File: config.mk
export PLATFORM = sky130hd
export DESIGN_NAME = step_motor_sequencer
export DESIGN_NICKNAME = d
export VERILOG_FILES = /design/src/rtl/step_motor_sequencer.sv
export SDC_FILE = /design/constraint.sdc
export NUM_CORES = 1
export LEC_CHECK = 0
export BUFFER_PORTS_ARGS = -buffer_cell sky130_fd_sc_hd__buf_2
export CORE_ASPECT_RATIO = 1.75
export CORE_UTILIZATION = 58
export DETAILED_ROUTE_END_ITERATION = 10
export GPL_TIMING_DRIVEN = 0
export PLACE_DENSITY = 0.81
export REMOVE_ABC_BUFFERS = 1
export SETUP_SLACK_MARGIN = 0.5
export SLEW_MARGIN = 15
export SYNTH_ARGS = -nofsm -noshare
export SYNTH_HDL_FRONTEND = slang
export SYNTH_SLANG_ARGS = --single-unit
File: constraint.sdc
create_clock -name clk -period 4.3 [get_ports clk]
set_input_delay 0.215 -clock clk [delete_from_list [all_inputs] [get_ports clk]]
set_output_delay 0.215 -clock clk [all_outputs]
set_load 0.005 [all_outputs]
File: src/rtl/step_motor_sequencer.sv
// Bipolar stepper phase sequencer for one motor axis.
// Takes a step/direction command, paces steps with a period divider,
// walks the 8-entry phase table in full- or half-step mode, aborts on
// stop or on the end-stop ahead of the motion, and tracks position.
module step_motor_sequencer #(
    parameter int PERIOD_W = 16,
    parameter int STEPS_W  = 24
) (
    input  logic                clk,
    input  logic                reset,
    input  logic                cmd_valid,
    output logic                cmd_ready,
    input  logic [STEPS_W-1:0]  cmd_steps,
    input  logic                cmd_dir,
    input  logic                cmd_half,
    input  logic [PERIOD_W-1:0] period,
    input  logic                stop,
    input  logic                hold_en,
    input  logic                limit_pos,
    input  logic                limit_neg,
    output logic                ax,
    output logic                ay,
    output logic                bx,
    output logic                by,
    output logic                busy,
    output logic                done,
    output logic                aborted,
    output logic [STEPS_W-1:0]  position
);

    typedef enum logic [1:0] {IDLE, RUN, FINISH} state_t;

    state_t              state, state_next;
    logic [PERIOD_W-1:0] div_cnt;
    logic [PERIOD_W-1:0] period_q;
    logic [PERIOD_W-1:0] period_eff;
    logic [STEPS_W-1:0]  steps_left;
    logic [STEPS_W-1:0]  position_q;
    logic                dir_q;
    logic                half_q;
    logic                aborted_q;
    logic [2:0]          index;
    logic [2:0]          index_next;
    logic [2:0]          step_amt;
    logic [3:0]          coils;
    logic                tick;
    logic                limit_hit;
    logic                take_step;

    // Coil pattern for each phase index, ordered {ax, ay, bx, by}.
    function automatic logic [3:0] phase_of(input logic [2:0] idx);
        case (idx)
            3'd0:    phase_of = 4'b1000;
            3'd1:    phase_of = 4'b1010;
            3'd2:    phase_of = 4'b0010;
            3'd3:    phase_of = 4'b0110;
            3'd4:    phase_of = 4'b0100;
            3'd5:    phase_of = 4'b0101;
            3'd6:    phase_of = 4'b0001;
            default: phase_of = 4'b1001;
        endcase
    endfunction

    // A zero period would never let the divider count; run it as one.
    assign period_eff = (period == '0) ? PERIOD_W'(1) : period;

    // Step decision: the divider expiring in RUN is a step unless stop
    // or the end-stop in the direction of travel blocks it. A full step
    // from an even (one-coil) index moves one place to reach a two-coil
    // index; parity is kept from then on, so this only fires once.
    always_comb begin
        tick       = (state == RUN) && (div_cnt == '0);
        limit_hit  = dir_q ? limit_pos : limit_neg;
        take_step  = tick && !stop && !limit_hit;
        step_amt   = (half_q || !index[0]) ? 3'd1 : 3'd2;
        index_next = index;
        if (take_step) begin
            index_next = dir_q ? (index + step_amt) : (index - step_amt);
        end
    end

    // State register.
    always_ff @(posedge clk) begin
        if (reset) begin
            state <= IDLE;
        end else begin
            state <= state_next;
        end
    end

    // Next-state logic.
    always_comb begin
        state_next = state;
        case (state)
            IDLE: begin
                if (cmd_valid) begin
                    state_next = (cmd_steps == '0) ? FINISH : RUN;
                end
            end
            RUN: begin
                if (stop) begin
                    state_next = FINISH;
                end else if (tick) begin
                    if (limit_hit || steps_left == STEPS_W'(1)) begin
                        state_next = FINISH;
                    end
                end
            end
            default: state_next = IDLE;
        endcase
    end

    // Handshake and status outputs decoded from the state register.
    always_comb begin
        cmd_ready = (state == IDLE);
        busy      = (state != IDLE);
        done      = (state == FINISH);
    end

    // Command latch, divider, step counter, index, position and abort flag.
    always_ff @(posedge clk) begin
        if (reset) begin
            div_cnt    <= '0;
            period_q   <= '0;
            steps_left <= '0;
            position_q <= '0;
            dir_q      <= 1'b0;
            half_q     <= 1'b0;
            aborted_q  <= 1'b0;
            index      <= 3'd0;
        end else begin
            case (state)
                IDLE: begin
                    if (cmd_valid) begin
                        steps_left <= cmd_steps;
                        dir_q      <= cmd_dir;
                        half_q     <= cmd_half;
                        period_q   <= period_eff;
                        div_cnt    <= period_eff;
                        aborted_q  <= 1'b0;
                    end
                end
                RUN: begin
                    if (stop) begin
                        aborted_q <= 1'b1;
                    end else if (tick) begin
                        if (limit_hit) begin
                            aborted_q <= 1'b1;
                        end else begin
                            index      <= index_next;
                            position_q <= dir_q ? position_q + STEPS_W'(1)
                                                : position_q - STEPS_W'(1);
                            steps_left <= steps_left - STEPS_W'(1);
                            div_cnt    <= period_q;
                        end
                    end else begin
                        div_cnt <= div_cnt - PERIOD_W'(1);
                    end
                end
                default: ;
            endcase
        end
    end

    // Registered coil drive, computed from the upcoming index and state so
    // the pattern changes on the same edge as the step; coast when idle.
    always_ff @(posedge clk) begin
        if (reset) begin
            coils <= hold_en ? phase_of(3'd0) : 4'b0000;
        end else if (state_next != IDLE || hold_en) begin
            coils <= phase_of(index_next);
        end else begin
            coils <= 4'b0000;
        end
    end

    assign {ax, ay, bx, by} = coils;
    assign aborted          = aborted_q;
    assign position         = position_q;

endmodule

# Word-level counts from Yosys, hierarchy flattened
# Index checks and enable logic that the tools add are counted.
dict set report classes {
  n_eq_ne 16
  mux 31
  n_reduce_logical 22
  add_sub_neg 6
  bitwise_logic 2
}
# operator n
set ops {}
lappend ops {{$mux W24} 5}
lappend ops {{$mux W16} 5}
lappend ops {{$pmux W24 S2} 1}
lappend ops {{$sub A24 B1 Y24 const B} 2}
lappend ops {{$logic_not A16 Y1} 2}
lappend ops {{$pmux W16 S2} 1}
lappend ops {{$pmux W4 S7} 1}
lappend ops {{$add A24 B1 Y24 const B} 1}
lappend ops {{$eq A24 B1 Y1 const B} 1}
lappend ops {{$logic_not A24 Y1} 1}
lappend ops {{$sub A16 B1 Y16 const B} 1}
lappend ops {{$mux W2} 6}
lappend ops {{$mux W4} 3}
lappend ops {{$reduce_and A4 Y1} 3}
lappend ops {{$eq A3 B3 Y1 const B} 3}
lappend ops {{$ne A3 B3 Y1 const B} 3}
lappend ops {{$ne A2 B2 Y1 const B} 4}
lappend ops {{$eq A3 B2 Y1 const B} 2}
lappend ops {{$mux W3} 2}
lappend ops {{$reduce_bool A2 Y1} 3}
lappend ops {{$mux W1} 5}
lappend ops {{$reduce_and A5 Y1} 1}
lappend ops {{$pmux W2 S2} 1}
lappend ops {{$add A3 B2 Y3} 1}
lappend ops {{other kinds (12)} 19}
dict set report word_totals {
  wordCells 87
  inputBits 49
  register_bits 92
  output_inout_bits 32
}

# Depth between registers and ports, before layout
dict set report depth {
  depth_word 10
  depth_mapped 12
  mapped_depth_nobuf 10
}

# Worst setup path after synthesis
# OpenSTA, ideal clock, no wires.
dict set report synth_path {
  kind {reg2reg}
  from {reg dir_q}
  to {reg position_q[16] (netlist: position[16])}
  path_slack_ns 1.197
  t_required_ns 4.179
  stages_incl_launch_ff 12
  setup_ns 0.121
  n_path_buf 1
  synth_period_minus_slack_ns 3.103
  t_arrival_ns 2.982
  path_cell_list {dfxtp_1 > clkbuf_1 > inv_1 > ha_1 > a2111o_1 > a31o_2 > a31oi_1 > a21oi_1 > a21o_1 > a211oi_1 > xor2_1 > o21ai_0}
}
dict set report synth_via {
  elab_chain_len 3
  word_cells_on_any_way 4
  classes_between {mux: 2; bitwise: 1; reduce/logical: 1}
}
# item line
set synth_rtl {}
lappend synth_rtl {{start, declared} 39} ;# logic dir_q;
lappend synth_rtl {{start signal, assigned} 136} ;# dir_q <= cmd_dir;
lappend synth_rtl {{$mux W1} 73} ;# limit_hit = dir_q ? limit_pos : limit_neg;
lappend synth_rtl {{$not A1 Y1 (no source line)} -}
lappend synth_rtl {{$reduce_and A4 Y1 (no source line)} -}
lappend synth_rtl {{end signal, assigned} 151} ;# position_q <= dir_q ? position_q + STEPS_W'(1)
lappend synth_rtl {{end, declared} 38} ;# logic [STEPS_W-1:0] position_q;
# Parallel ways exist; a longest one is shown, timed or not.
# A chain may end at the register's enable or synchronous reset.

# Worst setup path after layout
dict set report layout_path {
  from {reg div_cnt[10]}
  to {reg coils[2]}
}
dict set report layout_via {
  elab_chain_len 9
  word_cells_on_any_way 20
  classes_between {eq/ne: 6; mux: 7; reduce/logical: 7}
}
# item line
set layout_rtl {}
lappend layout_rtl {{start, declared} 34} ;# logic [PERIOD_W-1:0] div_cnt;
lappend layout_rtl {{start signal, assigned} 139} ;# div_cnt <= period_eff;
lappend layout_rtl {{start signal, assigned} 154} ;# div_cnt <= period_q;
lappend layout_rtl {{start signal, assigned} 157} ;# div_cnt <= div_cnt - PERIOD_W'(1);
lappend layout_rtl {{$logic_not A16 Y1 (*)} 72} ;# tick = (state == RUN) && (div_cnt == '0);
lappend layout_rtl {{$logic_and A1 B1 Y1 (*)} 72}
lappend layout_rtl {{$logic_and A1 B1 Y1 / $mux W2 (equally long branches)} {74, 103}}
lappend layout_rtl {{$logic_and A1 B1 Y1 / $mux W2 (equally long branches)} {74, 101}}
lappend layout_rtl {{$mux W3 / $pmux W2 S2 (equally long branches)} {77, 94}}
lappend layout_rtl {{$eq A3 B3 Y1, or another cell as far along} 52} ;# case (idx)
lappend layout_rtl {{$pmux W4 S7 / $logic_or A1 B1 Y1 (equally long branches)} {52, 170}}
lappend layout_rtl {{$mux W4 (*)} 170} ;# end else if (state_next != IDLE || hold_en) begin
lappend layout_rtl {{$mux W4 (*)} 168} ;# if (reset) begin
lappend layout_rtl {{end signal, assigned} 169} ;# coils <= hold_en ? phase_of(3'd0) : 4'b0000;
lappend layout_rtl {{end signal, assigned} 171} ;# coils <= phase_of(index_next);
lappend layout_rtl {{end, declared} 45} ;# logic [3:0] coils;
# Mark *: on every way between the ends. The rest lies on a longest branch, timed or not.

==> impl_metrics.ini <==
[critical_path]
cp.arrival_ps = 3910
cp-end-kind = flop
timing.rr.start = div_cnt[10]
r2r_slack_ps = 650
worstRegToRegCells = 7
start_kind = flop
crit_type = reg2reg
cp.required_ps = 4570
path_max_fanout = 12
reg2reg_to = coils[2]

[clock_network]
cts-buffers-inserted = 9
cts_setup_buffers = 0
tritoncts = built
cts_buffer_depth = 2
cts_root_buffer = clkbuf_16
cts_hold_buf = 0
htreeDepth = 3
clock_latency_ps = 350
cts_sinks = 92
ctsResizeCount = 0
clk_pin_slew_ps = 70

[timing]
drv_slew = 0
rsz0062_at_grt = no
slew_headroom_pct = 26.6
worst_pin_slew_ps = 1100
worst_hold_slack_ps = 84.1
period_needed_ps = 3650
finalCritPeriodShare_pct = 84.8
finClkSkew_ps = 8.57
finalHoldViolCount = 0
tns_ps = 0
fmax_mhz = 274
finalSetupViolations = 0

[die]
start_util_pct = 60.5
pin_count = 81
die_x_um = 77.4
die-area_mm2 = 0.0104
row_count = 47
die_h_um = 134
coreArea_mm2 = 0.00953

[yosys]
yosysTopAreaCell = dfxtp_1
avgSynthCellArea_um2 = 7.47
synth-seq-cells = 92
ys_seq_area_share_pct = 32.0
synthCells = 771
synth_cell_types = 57
synth_edf_count = 0
async_flop_share_pct = 0
synthTopCellsByCount = nand2_1 (128), dfxtp_1 (92), nor2_1 (82)
synth_top_area_share_pct = 32.0
ys.flop_type = dfxtp_1
yosysWarnings = 0
synth.area.top_cells = dfxtp_1 (32%), nand2_1 (8.3%), a21oi_1 (5.8%)
syn_area_mm2 = 0.00576
synth_most_common_cell = nand2_1

[pwr]
max-vdd-ir-drop_mv = 0.276
power_density_mw_per_mm2 = 370
p_leak_nw = 2.75

[outcome]
status = completed

[global_routing]
grt_pass1_wl_um = 25900
overflow = 0
grt_pass1_vias = 5712
grt.total_usage_pct = 30.7
grt_max_degree = 63
antenna_found_initial = 0

[place]
hpwl_um = 10800
portBuffers = 80
gp_congestion = 0.962

[cells_and_area]
layout.nets = 898
n_antenna_cell = 0
drive_gt1_share_pct = 14.2
final.fill_count = 810
utilization_pct = 69.2
area_delta_synth_final_pct = 14.4

[min_path]
hold_class = in2reg
hold_start = hold_en
min_path_cells = 3
whs_endpoint = coils[3]

[run]
cap_violations = 0

[detailed_routing]
via_count = 5987
drt-total-wl_um = 15500
final_antenna_net_count = 0
drc = 0
drt_iter0_drc = 357
drt_first_pass_iters = 5
routedWlPerCell_um = 16.3
viasPerCell = 6.32
layout make-up:
cell class                      count  area, um2  share of cell area (%)
Clock buffer                       11        253                    3.83
Clock inverter                      5       82.6                    1.25
Inverter                           10       37.5                   0.569
Multi-Input combinational cell    624       3720                    56.4
Sequential cell                    92       1840                    27.9
Tap cell                          122        153                    2.31
Timing Repair Buffer               84        505                    7.67
power by group:
group	total [mW]	switching [mW]	internal [mW]
Sequential	0.963	0.0549	0.908
Clock	0.899	0.356	0.544
Combinational	0.577	0.357	0.220
state kept, by name, summed over array words and instances, names as in the netlist:
signal	count
coils	4
period_q	16
position	24
state	2
aborted	1
dir_q	1
index	3
half_q	1
div_cnt	16
steps_left	24
per-stage QoR:
| stage | cell area (um2) | power, mW | setup WS, ps | cells |
|---|---|---|---|---|
| 6_report | 6590 | 2.44 | 655 | 948 |
| 5_1_grt | 6590 | 2.55 | 503 | 948 |
| 4_1_cts | 6590 | 2.44 | 777 | 948 |
| 3_5_place_dp | 6260 | 1.54 | 799 | 932 |
| 3_3_place_gp | 6140 | 1.51 | -749 | 928 |
| 2_1_floorplan | 5580 | 1.37 | 323 | 726 |
kinds of logic (layout without fill, tap and decap cells):
logic type               count (synthesis)  count (layout)  synth area share, %
adder cells (fa/ha/maj)                 28              28                 6.34
AO/OA/AOI/OAI                          240             240                 26.3
buffers and inverters                   55             110                 3.78
multiplexers                             9               9                 1.56
flip-flops                              92              92                 32.0
AND/OR/NAND/NOR                        320             320                 26.0
XOR/XNOR                                27              27                 4.10
metal layers:
layer  up-vias  GRT usage (%)  share of wire [%]
met3        49           4.35                5.2
met1      2805           33.5                 38
met4         0           17.5                4.2
met2       238           55.8                 52
li1       2895              -                  -
met5         -              0                  0
worst max-delay path by stage:
stage           startpoint             end  slack (ps)  depth (start not counted)
2_1_floorplan  div_cnt[10]  steps_left[20]         320                          7
3_3_place_gp      state[0]        coils[3]        -750                          6
3_5_place_dp         dir_q    position[16]         800                         10
4_1_cts        div_cnt[10]        coils[3]         780                          7
5_1_grt        div_cnt[10]        coils[2]         500                          7
6_report       div_cnt[10]        coils[2]         650                          7
layout by cell type, fill, tap and decap left out, types with 18 or more instances in the layout:
| master | instances |
|---|---|
| a22oi_1 | 21 |
| xnor2_1 | 18 |
| nand2_1 | 128 |
| nor2_1 | 82 |
| o21ai_0 | 61 |
| a21oi_1 | 67 |
| buf_2 | 79 |
| dfxtp_1 | 92 |
| ha_1 | 26 |
| nor3_1 | 20 |
critical path, stage by stage (launching register included):
cell	delay (ps)
dfxtp_1	370
or4_1	700
nor4_1	380
nand4_1	200
nor2_1	880
mux2i_1	360
or3_1	460
a21oi_1	200
Power figures use the tool's default switching activity.
